`src/rtl/bin2bcd_seq_pkg.sv`:
```
// Shared types for the sequential binary-to-BCD converter.
// Holds FSM state encoding, digit count and the BCD nibble type.
package bin2bcd_seq_pkg;

  localparam int DIGITS = 4;

  typedef logic [3:0] bcd_t;

  typedef enum logic [1:0] {
    S_IDLE  = 2'd0,
    S_SHIFT = 2'd1,
    S_DONE  = 2'd2
  } state_t;

endpackage

```
`src/rtl/bin2bcd_seq_bcd_add3.sv`:
```
// Double-dabble nibble corrector: adds 3 when the nibble is >= 5.
// Ports: d = scratch nibble in, q = corrected nibble (no carry out).
module bcd_add3
  import bin2bcd_seq_pkg::*;
(
  input  bcd_t d,
  output bcd_t q
);

  assign q = (d >= 4'd5) ? bcd_t'(d + 4'd3) : d;

endmodule

```
`src/rtl/bin2bcd_seq.sv`:
```
// Iterative double-dabble converter feeding the 4-digit display mux.
// Ports: clk, rst (async high), start/bin in; busy, done, digits, blank, ovf out.
module bin2bcd_seq
  import bin2bcd_seq_pkg::*;
#(
  parameter int BIN_W = 14
)
(
  input  logic                  clk,
  input  logic                  rst,
  input  logic                  start,
  input  logic [BIN_W-1:0]      bin,
  output logic                  busy,
  output logic                  done,
  output logic [4*DIGITS-1:0]   digits,
  output logic [DIGITS-1:0]     blank,
  output logic                  ovf
);

  // One spare nibble above the display digits catches overflow.
  localparam int SW = 4 * (DIGITS + 1);
  localparam int CW = $clog2(BIN_W);

  state_t           state;
  state_t           state_n;
  logic [CW-1:0]    cnt;
  logic [BIN_W-1:0] bin_sr;
  logic [SW-1:0]    scr;
  logic [SW-1:0]    scr_c;
  logic             accept;
  logic             last;

  logic                ovf_n;
  logic [4*DIGITS-1:0] dig_n;
  logic [DIGITS-1:0]   blank_n;
  logic                zrun;

  // DONE also accepts start, giving back-to-back conversions.
  assign accept = start & ((state == S_IDLE) | (state == S_DONE));
  assign last   = (cnt == CW'(BIN_W - 1));

  for (genvar g = 0; g <= DIGITS; g++) begin : g_add3
    bcd_add3 u_add3 (
      .d (scr[4*g +: 4]),
      .q (scr_c[4*g +: 4])
    );
  end

  always_ff @(posedge clk or posedge rst) begin
    if (rst) state <= S_IDLE;
    else     state <= state_n;
  end

  always_comb begin
    state_n = state;
    unique case (state)
      S_IDLE:  if (start) state_n = S_SHIFT;
      S_SHIFT: if (last)  state_n = S_DONE;
      S_DONE:  state_n = start ? S_SHIFT : S_IDLE;
      default: state_n = S_IDLE;
    endcase
  end

  always_comb begin
    busy = (state == S_SHIFT);
  end

  always_ff @(posedge clk or posedge rst) begin
    if (rst) begin
      cnt    <= '0;
      bin_sr <= '0;
      scr    <= '0;
    end else if (accept) begin
      cnt    <= '0;
      bin_sr <= bin;
      scr    <= '0;
    end else if (state == S_SHIFT) begin
      // Correct first, then shift {scratch,binary} left by one.
      scr    <= {scr_c[SW-2:0], bin_sr[BIN_W-1]};
      bin_sr <= {bin_sr[BIN_W-2:0], 1'b0};
      cnt    <= cnt + 1'b1;
    end
  end

  always_comb begin
    ovf_n = |scr[SW-1 -: 4];
    dig_n = ovf_n ? {DIGITS{4'h9}} : scr[4*DIGITS-1:0];
    blank_n = '0;
    zrun = 1'b1;
    // Walk down from the top digit; ones is never blanked.
    for (int i = DIGITS - 1; i >= 1; i--) begin
      zrun = zrun & (dig_n[4*i +: 4] == 4'd0);
      blank_n[i] = zrun;
    end
  end

  always_ff @(posedge clk or posedge rst) begin
    if (rst) begin
      done   <= 1'b0;
      digits <= '0;
      blank  <= {{(DIGITS-1){1'b1}}, 1'b0};
      ovf    <= 1'b0;
    end else begin
      done <= (state == S_DONE);
      if (state == S_DONE) begin
        digits <= dig_n;
        blank  <= blank_n;
        ovf    <= ovf_n;
      end
    end
  end

endmodule

```
`config.mk`:
```
export PLATFORM = sky130hd
export DESIGN_NAME = bin2bcd_seq
export DESIGN_NICKNAME = d
export VERILOG_FILES = /design/src/rtl/bin2bcd_seq_pkg.sv /design/src/rtl/bin2bcd_seq_bcd_add3.sv /design/src/rtl/bin2bcd_seq.sv
export SDC_FILE = /design/constraint.sdc
export NUM_CORES = 1
export LEC_CHECK = 0
export ABC_AREA = 1
export CORE_MARGIN = 2
export CORE_UTILIZATION = 49
export DETAILED_ROUTE_END_ITERATION = 8
export PLACE_DENSITY = 0.77
export SLEW_MARGIN = 20
export SYNTH_ARGS = -nofsm -noshare
export SYNTH_HDL_FRONTEND = slang
export SYNTH_SLANG_ARGS = --single-unit
```
`constraint.sdc`:
```
create_clock -name clk -period 1.7 [get_ports clk]
set_input_delay 0.34 -clock clk [delete_from_list [all_inputs] [get_ports clk]]
set_output_delay 0.34 -clock clk [all_outputs]
set_load 0.05 [all_outputs]
```
==> impl_metrics.csv <==
group,metric,value,unit
yosys,yosysUniqueCellTypes,30,
timing,fin_tns_setup,0,ns
clock_network,cts_resized,0,
detailed_routing,drt_first_iter_violations,139,
status,outcome,"completed",
timing,rsz0062_at_grt,"no",
timing,period_share,93.6,%
clock_network,cts_tree,"done",
finish,multi_input_area,0.00123,mm2
timing,fmax,629,MHz
floorplan,coreArea,0.00596,mm2
yosys,yosysSeqAreaShare,50.4,%
placement,dpl-instance-area,0.00350,mm2
global_route,grt_antenna_before_repair,0,
power,ir_worst_vdd,0.836,mV
placement,port_buffers,38,
detailed_routing,dr.pass1.iters,4,
clock_network,cts_setup_buffers,0,
timing,final-setup-viol-count,0,
timing,slew_viol_final,0,
detailed_routing,ant_nets,0,
critical_path,crit_arrival,1.25,ns
global_route,grt_overflow,0,
global_route,grt_max_degree,28,
finish,mostFrequentLayoutCells,"75 x nand2_1, 58 x dfrtp_1, 45 x inv_1",
finish,layout_commonest_cell,"nand2_1",
finish,fin_area,0.00370,mm2
finish,nFillCells,517,
placement,dp.final_hpwl,4.60,mm
floorplan,num_io_pins,40,
yosys,synth_top_area_share,47.8,%
clock_network,h-tree-depth,3,
power,p_total,7.09,mW
floorplan,row_count,28,
critical_path,endpoint_kind,"output pin",
critical_path,critPathBufInv,2,
critical_path,regToRegEndpoint,"scr[9]$_DFFE_PP0P_",
yosys,syn_area,0.00304,mm2
critical_path,r2r-start,"scr[9]$_DFFE_PP0P_",
yosys,yosysWarningCount,0,
critical_path,rr_worst_depth,7,
critical_path,path_max_fanout,12,
hold_path,worst_hold_path_type,"input port to asynchronous set/reset pin",
timing,final.setup_skew,0.00661,ns
yosys,yosysTopAreaCell,"dfrtp_1",
timing,final-hold-violation-count,0,
finish,diodes,0,
floorplan,die_y,82.7,um
critical_path,crit_required,1.36,ns
detailed_routing,drc,0,
global_route,gr-usage-all-layers,20.7,%
yosys,synth_area_per_cell,8.72,um2
finish,drive_above_1_share,17.0,%
clock_network,clock_sinks,61,
floorplan,die_area,0.00684,mm2
finish,finish.utilization,62.2,%
critical_path,startpoint_type,"register",
critical_path,worstSetupPathType,"register to output pin",
detailed_routing,vias,2495,
detailed_routing,avgViaCountPerCell,5.24,
power,powerDensity,1920,mW/mm2
clock_network,cts-root-buf,"clkbuf_8",
global_route,grt_pass1_wl,10.6,mm
power,p_leak,1.85,nW
finish,regArea,0.00153,mm2
clock_network,cts.path.max_buffers,2,
critical_path,crit_slowest_cell,"dfrtp_1",
clock_network,worstSkewPairLatency,0.33,ns
critical_path,path_cells,"nand2_4 > clkinv_2 > buf_4",
clock_network,clkTransAtPathRegs,0.07,ns
detailed_routing,finalWirelength,6.19,mm
detailed_routing,wl_per_cell,13.0,um
placement,gp_congestion,0.811,
timing,timing.final.crit_period,1.59,ns
yosys,syn-instance-count,348,
clock_network,cts_buffers,9,
yosys,syn_nets,378,
critical_path,r2r_slack,0.22,ns
finish,finish.net_count,426,
job,drv_cap,0,
floorplan,start_util,51.0,%
floorplan,die_x,82.7,um
yosys,synth_area_leaders,"dfrtp_1 48%, nand2_1 9.3%, inv_1 5.7%",
critical_path,max_stage_delay,0.45,ns
critical_path,path_delay_family,"flip-flops",
clock_network,hold_buffers,0,
yosys,ys_seq_elements,61,
finish,syn_to_final_growth,22.0,%
global_route,first_global_vias,2382,
routing by layer:
layer | global-route usage (%) | wire, um | part of all wire, %
met1 | 25.8 | 2860 | 46
met2 | 34.4 | 2950 | 48
met3 | 6.74 | 322 | 5.2
met4 | 6.07 | 60 | 0.97
met5 | 0 | 0 | 0
stage by stage:
| step | setup slack, ns | hold WS [ns] | cells |
|---|---|---|---|
| floorplan | 0.432 | 0.451 | 348 |
| global placement | 0.0988 | 0.468 | 460 |
| detailed placement | 0.0701 | 0.472 | 460 |
| CTS | 0.00315 | 0.336 | 476 |
| global route | 0.0216 | 0.353 | 476 |
| finish | 0.109 | 0.334 | 476 |
state kept, by name, indices dropped and copies added (netlist names):
register / flops
bin_sr: 14
blank: 3
cnt: 4
digits: 16
done: 1
ovf: 1
scr: 20
state: 2
worst max path at each step:
stage / slack (ns) / startpoint / cells past startpoint / end
floorplan: 0.43 / scr[5]$_DFFE_PP0P_ / 7 / scr[5]$_DFFE_PP0P_
global placement: 0.1 / start / 6 / bin_sr[5]$_DFFE_PP0P_
detailed placement: 0.07 / start / 6 / bin_sr[5]$_DFFE_PP0P_
CTS: 0.003 / state[0]$_DFFE_PP0P_ / 3 / busy
global route: 0.02 / scr[9]$_DFFE_PP0P_ / 8 / scr[9]$_DFFE_PP0P_
finish: 0.11 / state[0]$_DFFE_PP0P_ / 3 / busy
cell usage after synthesis:
master and count:
nand2_1 75, dfrtp_1 58, inv_1 46, o21ai_0 28
nand3_1 27, nor2_1 25, ha_1 13, a21oi_1 10
o221ai_1 8, o21ai_2 7, o22ai_1 7, o21ai_1 6
buf_6 5, buf_2 4, nand4_1 4, dfstp_2 3
a31oi_1 2, buf_4 2, inv_2 2, nand2_2 2
nand2_4 2, nor2_2 2, o211ai_1 2, o31ai_1 2
clkinv_2 1, conb_1 1, inv_4 1, nor2_8 1
or2_0 1, xnor2_1 1
report_power, final:
part | internal (mW) | total (mW) | leakage, nW | switching, mW
registers | 2.05 | 2.46 | 0.763 | 0.406
clock network | 0.713 | 1.26 | 0.0964 | 0.547
logic | 1.17 | 3.38 | 0.993 | 2.21
kinds of logic after synthesis:
group           share of synthesized area, %
compound gates                          14.4
xor+xnor                               0.289
fa+ha+maj                               5.36
buf+inv                                 9.32
flops                                   50.4
other cells                            0.124
simple gates                            20.1
cell type report:
cell class / count / area share (%)
repair buffers: 48 / 12.5
flip-flops and latches: 61 / 41.3
inverters: 50 / 5.27
well taps: 75 / 2.53
multi-input cells: 226 / 33.2
clock buffers: 12 / 3.92
clock inverters: 4 / 1.28
worst reg2reg max path: stages (launching register included):
cell	delay [ns]
dfrtp_1	0.40
inv_1	0.15
ha_1	0.19
inv_1	0.07
o21ai_0	0.27
nand3_1	0.13
nand3_1	0.11
nand2_1	0.06
Note: power is estimated with default switching activity, not from simulation.
